[src/rtl/mux_scan_sequencer_pkg.sv]
// Shared types and sizes for the mux scan sequencer and its hold timer.
package mux_scan_sequencer_pkg;
    localparam int SEL_W = 3;
    localparam int N_IN  = 8;
    localparam int CNT_W = 4;

    typedef enum logic [1:0] {
        ST_IDLE = 2'b00,
        ST_SCAN = 2'b01,
        ST_DONE = 2'b10
    } state_t;

    function automatic logic [SEL_W-1:0] sel_step(input logic [SEL_W-1:0] sel, input logic down);
        return down ? sel - 1'b1 : sel + 1'b1;
    endfunction
endpackage

[src/rtl/mux_scan_timer.sv]
// Hold counter for one select code; sample_tick marks the edge on which y is sampled.
module mux_scan_timer
    import mux_scan_sequencer_pkg::*;
#(
    parameter int HOLD_CYC = 1
) (
    input  logic clk,
    input  logic rst_n,
    input  logic clr,
    input  logic en,
    output logic sample_tick
);
    localparam logic [CNT_W-1:0] LAST = CNT_W'(HOLD_CYC - 1);

    logic [CNT_W-1:0] hold_cnt;

    assign sample_tick = en && (hold_cnt == LAST);

    always_ff @(posedge clk or negedge rst_n) begin
        if (!rst_n)
            hold_cnt <= '0;
        else if (clr || sample_tick)
            hold_cnt <= '0;
        else if (en)
            hold_cnt <= hold_cnt + 1'b1;
    end
endmodule

[src/rtl/mux_scan_sequencer.sv]
// Drives an 8:1 mux with a latched word, walks the selects, and serialises and
// re-checks the returned samples.
module mux_scan_sequencer
    import mux_scan_sequencer_pkg::*;
#(
    parameter int HOLD_CYC  = 1,
    parameter bit MSB_FIRST = 1'b0
) (
    input  logic       clk,
    input  logic       rst_n,
    input  logic       start,
    input  logic       abort,
    input  logic [7:0] data_in,
    input  logic       y,
    output logic       i0, i1, i2, i3, i4, i5, i6, i7,
    output logic       s0, s1, s2,
    output logic       busy,
    output logic       ser_out,
    output logic       ser_valid,
    output logic [7:0] rx_data,
    output logic       done,
    output logic       match
);
    localparam logic [SEL_W-1:0] SEL_FIRST = MSB_FIRST ? SEL_W'(N_IN - 1) : '0;
    localparam logic [SEL_W-1:0] SEL_LAST  = MSB_FIRST ? '0 : SEL_W'(N_IN - 1);

    state_t            state;
    logic [N_IN-1:0]   word_q, cap_q, cap_nxt;
    logic [SEL_W-1:0]  sel_q;
    logic              accept, scan_abort, tick;

    assign accept     = (state == ST_IDLE) && start && !abort;
    assign scan_abort = (state != ST_IDLE) && abort;

    mux_scan_timer #(.HOLD_CYC(HOLD_CYC)) u_timer (
        .clk         (clk),
        .rst_n       (rst_n),
        .clr         (accept || scan_abort),
        .en          (state == ST_SCAN),
        .sample_tick (tick)
    );

    // Includes the bit being sampled now, so rx_data/match land with the last ser_valid.
    always_comb begin
        cap_nxt        = cap_q;
        cap_nxt[sel_q] = y;
    end

    always_ff @(posedge clk or negedge rst_n) begin
        if (!rst_n) begin
            state     <= ST_IDLE;
            word_q    <= '0;
            cap_q     <= '0;
            sel_q     <= '0;
            busy      <= 1'b0;
            ser_out   <= 1'b0;
            ser_valid <= 1'b0;
            rx_data   <= '0;
            done      <= 1'b0;
            match     <= 1'b0;
        end else begin
            ser_valid <= 1'b0;
            done      <= 1'b0;
            if (scan_abort) begin
                state <= ST_IDLE;
                busy  <= 1'b0;
                sel_q <= '0;
            end else begin
                case (state)
                    ST_IDLE: if (accept) begin
                        word_q <= data_in;
                        cap_q  <= '0;
                        sel_q  <= SEL_FIRST;
                        busy   <= 1'b1;
                        state  <= ST_SCAN;
                    end
                    ST_SCAN: if (tick) begin
                        cap_q     <= cap_nxt;
                        ser_out   <= y;
                        ser_valid <= 1'b1;
                        if (sel_q == SEL_LAST) begin
                            state   <= ST_DONE;
                            done    <= 1'b1;
                            rx_data <= cap_nxt;
                            match   <= (cap_nxt == word_q);
                        end else begin
                            sel_q <= sel_step(sel_q, MSB_FIRST);
                        end
                    end
                    ST_DONE: begin
                        state <= ST_IDLE;
                        busy  <= 1'b0;
                    end
                    default: state <= ST_IDLE;
                endcase
            end
        end
    end

    assign {i7, i6, i5, i4, i3, i2, i1, i0} = word_q;
    assign {s2, s1, s0} = sel_q;
endmodule

[config.mk]
export PLATFORM = sky130hd
export DESIGN_NAME = mux_scan_sequencer
export DESIGN_NICKNAME = d
export VERILOG_FILES = /design/src/rtl/mux_scan_sequencer_pkg.sv /design/src/rtl/mux_scan_timer.sv /design/src/rtl/mux_scan_sequencer.sv
export SDC_FILE = /design/constraint.sdc
export NUM_CORES = 1
export LEC_CHECK = 0
export CAP_MARGIN = 20
export CORE_ASPECT_RATIO = 1.25
export CORE_MARGIN = 1.5
export CORE_UTILIZATION = 55
export CTS_CLUSTER_DIAMETER = 50
export CTS_CLUSTER_SIZE = 24
export DETAILED_ROUTE_END_ITERATION = 10
export GPL_ROUTABILITY_DRIVEN = 0
export PLACE_DENSITY_LB_ADDON = 0.25
export SLEW_MARGIN = 20
export SYNTH_ARGS = -nofsm -noshare
export SYNTH_HDL_FRONTEND = slang
export SYNTH_SLANG_ARGS = --single-unit
[constraint.sdc]
create_clock -name clk -period 4.8 [get_ports clk]
set_clock_uncertainty 0.1 [all_clocks]
set_input_delay 1.2 -clock clk [delete_from_list [all_inputs] [get_ports clk]]
set_output_delay 1.2 -clock clk [all_outputs]
set_load 0.005 [all_outputs]
==> flow_metrics.py, run 1 <==
metrics = {
    "outcome": {
        "outcome": "finished clean",
    },
    "drt": {
        "drtIter0Drc": 43,
        "via_per_inst": 5.62,
        "routed_wl_microns": 4300,
        "drtPass1Iterations": 4,
        "drc": 0,
        "vias": 1557,
        "wl_per_cell_microns": 15.5,
        "ant_nets": 0,
    },
    "synth": {
        "synth_cells": 204,
        "avgSynthCellArea_sq_um": 9.84,
        "synthArstFlopShare": 1.00,
        "synth-edff-count": 0,
        "mappedNetlistNets": 221,
        "ys_seq_area_frac": 0.474,
        "synth_ff_type": "dfrtp_1",
        "ys_warn_count": 0,
        "synth_cell_types": 38,
        "synth_seq_cells": 38,
        "synth_area_sq_mm": 0.00201,
    },
    "final_layout": {
        "multi_input_area_sq_um": 948,
        "seq_area_sq_um": 951,
        "area_delta_synth_final_pct": 24.9,
        "nets": 254,
        "drive_gt1_frac": 0.101,
        "fin_cells": 277,
        "n_antenna_cell": 0,
        "fillers": 272,
    },
    "power": {
        "leakagePower_nw": 1.07,
        "switchingPower_mw": 0.226,
        "combPwrFrac": 0.196,
        "switching_share": 0.253,
        "power.density_mw_per_mm2": 356,
        "clkPwrFrac": 0.371,
        "ir_drop_mv": 0.315,
        "p_seq_frac": 0.434,
        "intPower_mw": 0.668,
    },
    "sta": {
        "finalCritPeriodShare": 0.642,
        "setup-tns-final_ps": 0,
        "rsz0062_at_grt": "false",
        "clock.fmax_mhz": 324,
        "slew_headroom": 0.443,
        "finalHoldViolCount": 0,
        "setup_viol": 0,
        "fin_hold_ws_ps": 384,
        "post-route-min-period_ps": 3080,
        "slew_viol_final": 0,
        "worstMarginPinSlew_ps": 835,
    },
    "cts": {
        "cts_resized": 0,
        "clkTransAtPathRegs_ps": 70,
        "htree_levels": 2,
        "clockBufferDepth": 2,
        "numCtsBuffers": 5,
        "cts-root-buf": "clkbuf_8",
        "post-cts-setup-buffer-count": 0,
        "clkLatencyLatePin_ps": 290,
        "cts_hold_buf": 0,
        "clock_sinks": 38,
        "cts_tree": "yes",
    },
    "global_route": {
        "grt_pass1_vias": 1453,
        "globalRouteOverflowTotal": 0,
        "antenna_found_initial": 0,
        "grt_first_pass_wirelength_microns": 6970,
        "groute.usage.overall": 0.227,
        "grt_max_degree": 39,
    },
    "floorplan": {
        "start_util": 0.576,
        "dieArea_sq_mm": 0.00402,
        "core.rowCount": 24,
        "core_sq_mm": 0.00348,
        "die_x_microns": 57.0,
        "die_h_microns": 70.5,
        "io_pins": 37,
    },
    "hold_path": {
        "holdCritPathClass": "register to register",
    },
    "placement": {
        "portBuffers": 36,
        "dp_hpwl_microns": 3010,
        "dp.cells": 269,
    },
    "critical_path": {
        "startpoint_type": "input pin",
        "critPathKind": "input pin to register",
        "cp.required_ps": 4900,
        "arrival_ps": 3190,
        "cp-end-kind": "register",
        "r2r_slack_ps": 2300,
        "cp_max_fo": 20,
    },
    "job": {
        "drv_cap": 0,
    },
}
[per-layer routing]
| metal | GRT usage | share of wire | vias up |
|---|---|---|---|
| met1 | 0.290 | 0.43 | 744 |
| met3 | 0.0512 | 0.034 | 8 |
| met4 | 0.0724 | 0.017 | 0 |
| li1 | - | - | 770 |
| met2 | 0.384 | 0.51 | 35 |
| met5 | 0 | 0 | - |
[through the flow]
step	cell area [sq um]	util	worst slack, ps	power, mW
6_report	2510	0.719	1720	0.893
5_1_grt	2510	0.719	1500	0.935
3_3_place_gp	2360	0.679	1480	0.564
2_1_floorplan	2010	-	2420	0.483
3_5_place_dp	2360	0.679	1380	0.568
4_1_cts	2510	0.719	1680	0.902
[flip-flops by register name (all words and copies together) (netlist names)]
name              count
sel_q                 3
done                  1
busy                  1
ser_valid             1
rx_data               8
ser_out               1
cap_q                 8
u_timer.hold_cnt      4
state                 2
word_q                8
match                 1
[synthesized netlist by cell type (2+ instances only)]
| library cell | number | area share |
|---|---|---|
| buf_2 | 5 | 0.012 |
| inv_1 | 16 | 0.030 |
| mux2_2 | 7 | 0.039 |
| nor3b_2 | 4 | 0.025 |
| nor3_2 | 2 | 0.010 |
| o21ai_0 | 24 | 0.060 |
| nor2b_1 | 4 | 0.012 |
| xnor2_1 | 6 | 0.026 |
| nand2b_1 | 3 | 0.0094 |
| and2_1 | 2 | 0.0062 |
| clkbuf_1 | 3 | 0.0056 |
| xor2_1 | 4 | 0.017 |
| o22ai_1 | 2 | 0.0062 |
| nor3_1 | 2 | 0.0050 |
| a21oi_1 | 9 | 0.022 |
| nand3_1 | 2 | 0.0050 |
| nand2_1 | 14 | 0.026 |
| nor2_1 | 17 | 0.032 |
| nor3b_1 | 5 | 0.019 |
| a311oi_1 | 3 | 0.013 |
| dfrtp_1 | 38 | 0.47 |
| nand4_1 | 3 | 0.0094 |
| ha_1 | 4 | 0.025 |
| nand3b_1 | 2 | 0.0075 |
| o41ai_1 | 2 | 0.0087 |
| mux2i_1 | 9 | 0.045 |
[cells in the final DEF, fill, tap and decap left out, types with 2 or more instances in the layout]
cell	count
clkdlybuf4s50_1	35
nand3_1	2
o21ai_0	24
mux2i_1	9
inv_1	16
o41ai_1	2
a21oi_1	9
and2_1	2
nand2_1	14
xor2_1	4
nand2b_1	3
ha_1	4
nand4_1	3
nor3_2	2
nor2b_1	4
o22ai_1	2
nand3b_1	2
dfrtp_1	38
nor2_1	17
nor3_1	2
a311oi_1	3
nor3b_1	5
xnor2_1	6
mux2_2	7
bufinv_16	2
nor3b_2	4
clkbuf_8	6
[cell type report]
type                            count  share of cell area
Sequential cell                    38               0.379
Multi-Input combinational cell    140               0.378
Timing Repair Buffer               36               0.142
Clock buffer                        6              0.0330
Clock inverter                      2              0.0240
Inverter                           16              0.0240
Tap cell                           39              0.0195
[logic make-up after synthesis]
kind of cell	Yosys count	synth area share
compound gates	47	0.140
buf+inv	26	0.0536
simple gates	62	0.174
mux	17	0.0898
xor+xnor	10	0.0436
fa+ha+maj	4	0.0249
flops	38	0.474
[critical path, stage by stage]
cell	delay, ps
clkdlybuf4s50_1	490
nor3b_2	280
nand3_1	500
a311oi_1	390
nand4_1	140
o31ai_2	190
[power by group through the flow]
stage	Combinational [mW]	Clock (mW)	Sequential, mW
2_1_floorplan	0.103	0	0.380
3_3_place_gp	0.171	0	0.393
3_5_place_dp	0.175	0	0.394
4_1_cts	0.177	0.338	0.387
5_1_grt	0.194	0.349	0.392
6_report	0.175	0.331	0.387
[path summary, 6_finish.rpt]
kind                                          start         end  cells past startpoint
worst max-delay path                          abort       match                      6
worst min-delay path                     rx_data[3]  rx_data[3]                      2
worst max register to register  u_timer.hold_cnt[0]       match                      7
worst min register to register           rx_data[3]  rx_data[3]                      2
max in group asynchronous                     rst_n   word_q[2]                      1
min in group asynchronous                     rst_n  rx_data[1]                      1
Note: power is estimated with default switching activity, not from simulation.
==> run 2, diff against run 1 <==
--- a/config.mk
+++ b/config.mk
@@ -8,7 +8,7 @@
 export CAP_MARGIN = 20
 export CORE_ASPECT_RATIO = 1.25
 export CORE_MARGIN = 1.5
-export CORE_UTILIZATION = 55
+export CORE_UTILIZATION = 52
 export CTS_CLUSTER_DIAMETER = 50
 export CTS_CLUSTER_SIZE = 24
 export DETAILED_ROUTE_END_ITERATION = 10
==> constraint.sdc (replaced) <==
create_clock -name clk -period 3.1 [get_ports clk]
set_clock_uncertainty 0.1 [all_clocks]
set_input_delay 0.775 -clock clk [delete_from_list [all_inputs] [get_ports clk]]
set_output_delay 0.775 -clock clk [all_outputs]
set_load 0.005 [all_outputs]
==> run 2 against run 1 <==
Against the previous run:
- power grew 36%
- critical path depth shrank 5
- design area shrank 1.2%
- sequential cell count is the same
- first-iteration DRC count grew 51%
- via count shrank 1.6%
- global-route usage shrank 1.2 points
- count of clock-buffer cells in the layout is the same
- cell count grew 1.1%
- setup slack lost 1000 ps
- sequential share of layout area grew 0.48 points
- combinational power grew 51%
==> flow_metrics.py, run 2 (same netlist as run 1, synthesis figures left out) <==
metrics = {
    "power": {
        "leakagePower_nw": 1.06,
        "power.density_mw_per_mm2": 490,
        "ir_drop_mv": 0.349,
        "power.total_mw": 1.21,
    },
    "cts": {
        "cts_tree": "yes",
        "cts-root-buf": "clkbuf_8",
        "cts_hold_buf": 0,
        "numCtsBuffers": 5,
        "cts_resized": 0,
        "clkLatencyLatePin_ps": 280,
        "htree_levels": 2,
        "clock_sinks": 38,
        "clockBufferDepth": 2,
        "post-cts-setup-buffer-count": 0,
        "clkTransAtPathRegs_ps": 70,
    },
    "job": {
        "drv_cap": 0,
    },
    "placement": {
        "portBuffers": 36,
        "placed_cell_area_sq_mm": 0.00238,
        "dp_hpwl_microns": 2980,
    },
    "critical_path": {
        "startpoint_type": "register",
        "critical-path-max-stage-delay_ps": 670,
        "arrival_ps": 1560,
        "crit_slowest_cell": "dfrtp_1",
        "worstPathCellList": "clkdlybuf4s50_1",
        "critPathKind": "register to output pin",
        "cp.required_ps": 2220,
        "worst-path-buf-inv": 1,
        "cp-end-kind": "output pin",
        "cp_max_fo": 15,
        "path_delay_family": "flip-flops",
    },
    "global_route": {
        "grt_max_degree": 39,
        "antenna_found_initial": 0,
        "grt_first_pass_wirelength_microns": 6920,
        "globalRouteOverflowTotal": 0,
        "groute.usage.overall": 0.216,
        "grt_pass1_vias": 1495,
    },
    "sta": {
        "worstMarginPinSlew_ps": 838,
        "slew_viol_final": 0,
        "clock.fmax_mhz": 411,
        "finalCritPeriodShare": 0.785,
        "rsz0062_at_grt": "false",
        "setup_viol": 0,
        "slew_headroom": 0.442,
        "post-route-min-period_ps": 2430,
        "finalHoldViolCount": 0,
        "setup-tns-final_ps": 0,
        "fin_hold_ws_ps": 379,
    },
    "floorplan": {
        "start_util": 0.535,
        "core.rowCount": 25,
        "io_pins": 37,
        "dieArea_sq_mm": 0.00424,
        "core_sq_mm": 0.00375,
        "die_x_microns": 58.6,
        "die_h_microns": 72.5,
    },
    "drt": {
        "wl_per_cell_microns": 14.3,
        "ant_nets": 0,
        "via_per_inst": 5.47,
        "vias": 1532,
        "drtIter0Drc": 65,
        "drtPass1Iterations": 4,
        "routed_wl_microns": 4010,
        "drc": 0,
    },
    "hold_path": {
        "holdCritPathClass": "register to register",
    },
    "final_layout": {
        "area_delta_synth_final_pct": 23.3,
        "n_antenna_cell": 0,
        "final_cell_mix": "38 x dfrtp_1, 35 x clkdlybuf4s50_1, 24 x o21ai_0, 17 x nor2_1, 16 x inv_1",
        "layout_commonest_cell": "dfrtp_1",
        "nets": 256,
        "fin_area_sq_mm": 0.00247,
        "drive_gt1_frac": 0.108,
        "top_regs": "cap_q x8, rx_data x8, word_q x8",
    },
    "outcome": {
        "outcome": "finished clean",
    },
}
==> run 2: cell types whose count changed in the layout (fill, tap and decap cells not counted), sizes merged <==
cell,previous run,this run
bufinv,2,0
buf,1,3
clkinv,0,1
clkinvlp,0,1
==> run 2: path summary, 6_finish.rpt <==
path,start,end,slack [ps],cells after the start
max in group asynchronous,rst_n,word_q[5],1890,1
worst min register to register,rx_data[3],rx_data[3],380,2
worst max-delay path,sel_q[1],s1,670,1
worst min-delay path,rx_data[3],rx_data[3],380,2
worst max register to register,u_timer.hold_cnt[0],sel_q[0],940,7
min in group asynchronous,rst_n,rx_data[6],490,1
==> run 2: area by class of cell <==
cell class	count	area [sq um]
clock buffers	6	82.6
clock inverters	2	12.5
fillers	303	1280
inverters	16	60.1
multi-input cells	140	948
flip-flops and latches	38	951
well taps	40	50.0
repair buffers	38	370
==> run 2: report_power, final <==
part / total [mW] / switching, mW / internal [mW]
logic: 0.265 / 0.113 / 0.152
registers: 0.601 / 0.0620 / 0.539
clock network: 0.346 / 0.168 / 0.179
==> run 2: metrics by stage <==
step                       util  cells  setup WS, ps
after floorplan               -    204          1140
after global placement    0.634    272           521
after detailed placement  0.634    272           490
after CTS                 0.659    280           672
after global routing      0.659    280           622
final                     0.659    280           667
==> run 2: routing by layer <==
metal,vias up,part of all wire,GRT usage
met5,-,0,0
met2,34,0.51,0.365
met1,715,0.44,0.268
met3,5,0.032,0.0428
met4,0,0.017,0.0853
li1,778,-,-
==> run 3, diff against run 2 <==
--- a/config.mk
+++ b/config.mk
@@ -8,7 +8,7 @@
 export CAP_MARGIN = 20
 export CORE_ASPECT_RATIO = 1.25
 export CORE_MARGIN = 1.5
-export CORE_UTILIZATION = 52
+export CORE_UTILIZATION = 47
 export CTS_CLUSTER_DIAMETER = 50
 export CTS_CLUSTER_SIZE = 24
 export DETAILED_ROUTE_END_ITERATION = 10
==> constraint.sdc (replaced) <==
create_clock -name clk -period 2 [get_ports clk]
set_clock_uncertainty 0.1 [all_clocks]
set_input_delay 0.5 -clock clk [delete_from_list [all_inputs] [get_ports clk]]
set_output_delay 0.5 -clock clk [all_outputs]
set_load 0.005 [all_outputs]
==> run 3 against run 2 <==
Against the previous run:
- critical path depth unchanged
- power increased by 69%
- design area grew 12%
- non-clock buffer count is 29 higher
- utilization grew 1.5 points
- global-route usage shrank 0.55 points
- first-iteration DRC count down 17%
==> flow_metrics.py, run 3 (same netlist as run 1, synthesis figures left out) <==
metrics = {
    "power": {
        "power.total_mw": 2.05,
        "ir_drop_mv": 0.416,
        "leakagePower_nw": 1.24,
        "power.density_mw_per_mm2": 743,
    },
    "floorplan": {
        "dieArea_sq_mm": 0.00467,
        "core_sq_mm": 0.00410,
        "core.rowCount": 26,
        "die_x_microns": 61.4,
        "start_util": 0.490,
        "die_h_microns": 76.1,
        "io_pins": 37,
    },
    "final_layout": {
        "final_util": 0.674,
        "fillers": 353,
        "n_antenna_cell": 0,
        "multi_input_area_sq_um": 962,
        "nets": 285,
        "area_delta_synth_final_pct": 37.7,
        "drive_gt1_frac": 0.223,
        "layout_commonest_cell": "dfrtp_1",
        "fin_cells": 325,
        "final_cell_mix": "35 x dfrtp_1, 34 x clkdlybuf4s50_1, 29 x buf_4, 24 x o21ai_0, 17 x nor2_1",
        "top_regs": "cap_q x8, rx_data x8, word_q x8",
        "seq_area_sq_um": 955,
    },
    "critical_path": {
        "path_delay_family": "buffers and inverters",
        "cp_max_fo": 10,
        "critical-path-max-stage-delay_ps": 540,
        "arrival_ps": 1330,
        "critPathKind": "register to output pin",
        "cp.required_ps": 1400,
        "worst-path-buf-inv": 1,
        "startpoint_type": "register",
        "worstPathCellList": "clkdlybuf4s50_1",
        "crit_slowest_cell": "clkdlybuf4s50_1",
        "cp-end-kind": "output pin",
    },
    "drt": {
        "ant_nets": 0,
        "via_per_inst": 5.23,
        "drtPass1Iterations": 4,
        "routed_wl_microns": 4540,
        "vias": 1699,
        "drtIter0Drc": 54,
        "drc": 0,
        "wl_per_cell_microns": 14.0,
    },
    "hold_path": {
        "holdCritPathClass": "input pin to async pin",
    },
    "sta": {
        "rsz0062_at_grt": "false",
        "setup-tns-final_ps": 0,
        "post-route-min-period_ps": 1930,
        "finalHoldViolCount": 0,
        "clock.fmax_mhz": 518,
        "worstMarginPinSlew_ps": 480,
        "setup_viol": 0,
        "fin_ws_ps": 69.2,
        "finalCritPeriodShare": 0.965,
        "slew_headroom": 0.679,
        "slew_viol_final": 0,
    },
    "outcome": {
        "outcome": "finished clean",
    },
    "cts": {
        "clockBufferDepth": 2,
        "clkTransAtPathRegs_ps": 70,
        "htree_levels": 2,
        "clkLatencyLatePin_ps": 290,
        "cts-root-buf": "clkbuf_8",
        "clock_sinks": 38,
        "cts_tree": "yes",
        "numCtsBuffers": 5,
    },
    "job": {
        "drv_cap": 0,
    },
    "placement": {
        "place_ws_ps": -141,
        "dp_hpwl_microns": 3350,
        "portBuffers": 36,
        "dp.cells": 313,
    },
    "global_route": {
        "grt_first_pass_wirelength_microns": 7450,
        "globalRouteOverflowTotal": 0,
        "grt_pass1_vias": 1657,
        "antenna_found_initial": 0,
        "grt_max_degree": 23,
        "groute.usage.overall": 0.210,
    },
}
-- run 3: cell count changes in the layout (fill, tap and decap cells not counted), moves of 2 or more --
| cell | change |
|---|---|
| dfrtp_2 | +3 |
| buf_4 | +27 |
| dfrtp_1 | -3 |
| clkbuf_8 | +2 |
-- run 3: path summary, 6_finish.rpt --
path | startpoint | endpoint | slack, ps | depth (start not counted)
max | sel_q[2] | s2 | 70 | 1
min | rst_n | done | 30 | 1
max reg2reg | sel_q[0] | match | 130 | 6
min reg2reg | rx_data[0] | rx_data[0] | 380 | 2
max in group asynchronous | rst_n | sel_q[0] | 1310 | 2
min in group clk | rx_data[0] | rx_data[0] | 380 | 2
-- run 3: timing repair --
| action | in CTS | in global routing |
|---|---|---|
| hold endpoints to repair | 0 | 0 |
| setup buffers | 0 | 4 |
| gates resized for setup | 3 | 5 |
| setup endpoints to repair | 2 | 11 |
| hold buffers | 0 | 0 |
-- run 3: per-layer routing --
layer	vias up	part of all wire	track usage
met4	0	0.022	0.0809
met2	36	0.51	0.338
met5	-	0	0
met1	818	0.44	0.265
met3	9	0.032	0.0526
li1	836	-	-
-- run 3: cell type report --
| class | count | area share |
|---|---|---|
| clock buffers | 8 | 0.0398 |
| inverters | 16 | 0.0217 |
| multi-input cells | 140 | 0.348 |
| flip-flops and latches | 38 | 0.345 |
| well taps | 56 | 0.0254 |
| repair buffers | 67 | 0.220 |
-- run 3: per-stage QoR --
stage	hold slack (ps)	instance area, sq um
global route	59.7	2760
global placement	347	2600
CTS	38.9	2720
finish	31.6	2760
detailed placement	348	2600
floorplan	104	2010
-- run 3: power by group --
part           internal, mW  switching, mW  leakage, nW
combinational         0.308          0.210        0.680
sequential            0.837         0.0835        0.501
clock                 0.348          0.267       0.0575
total                  1.49          0.560         1.24
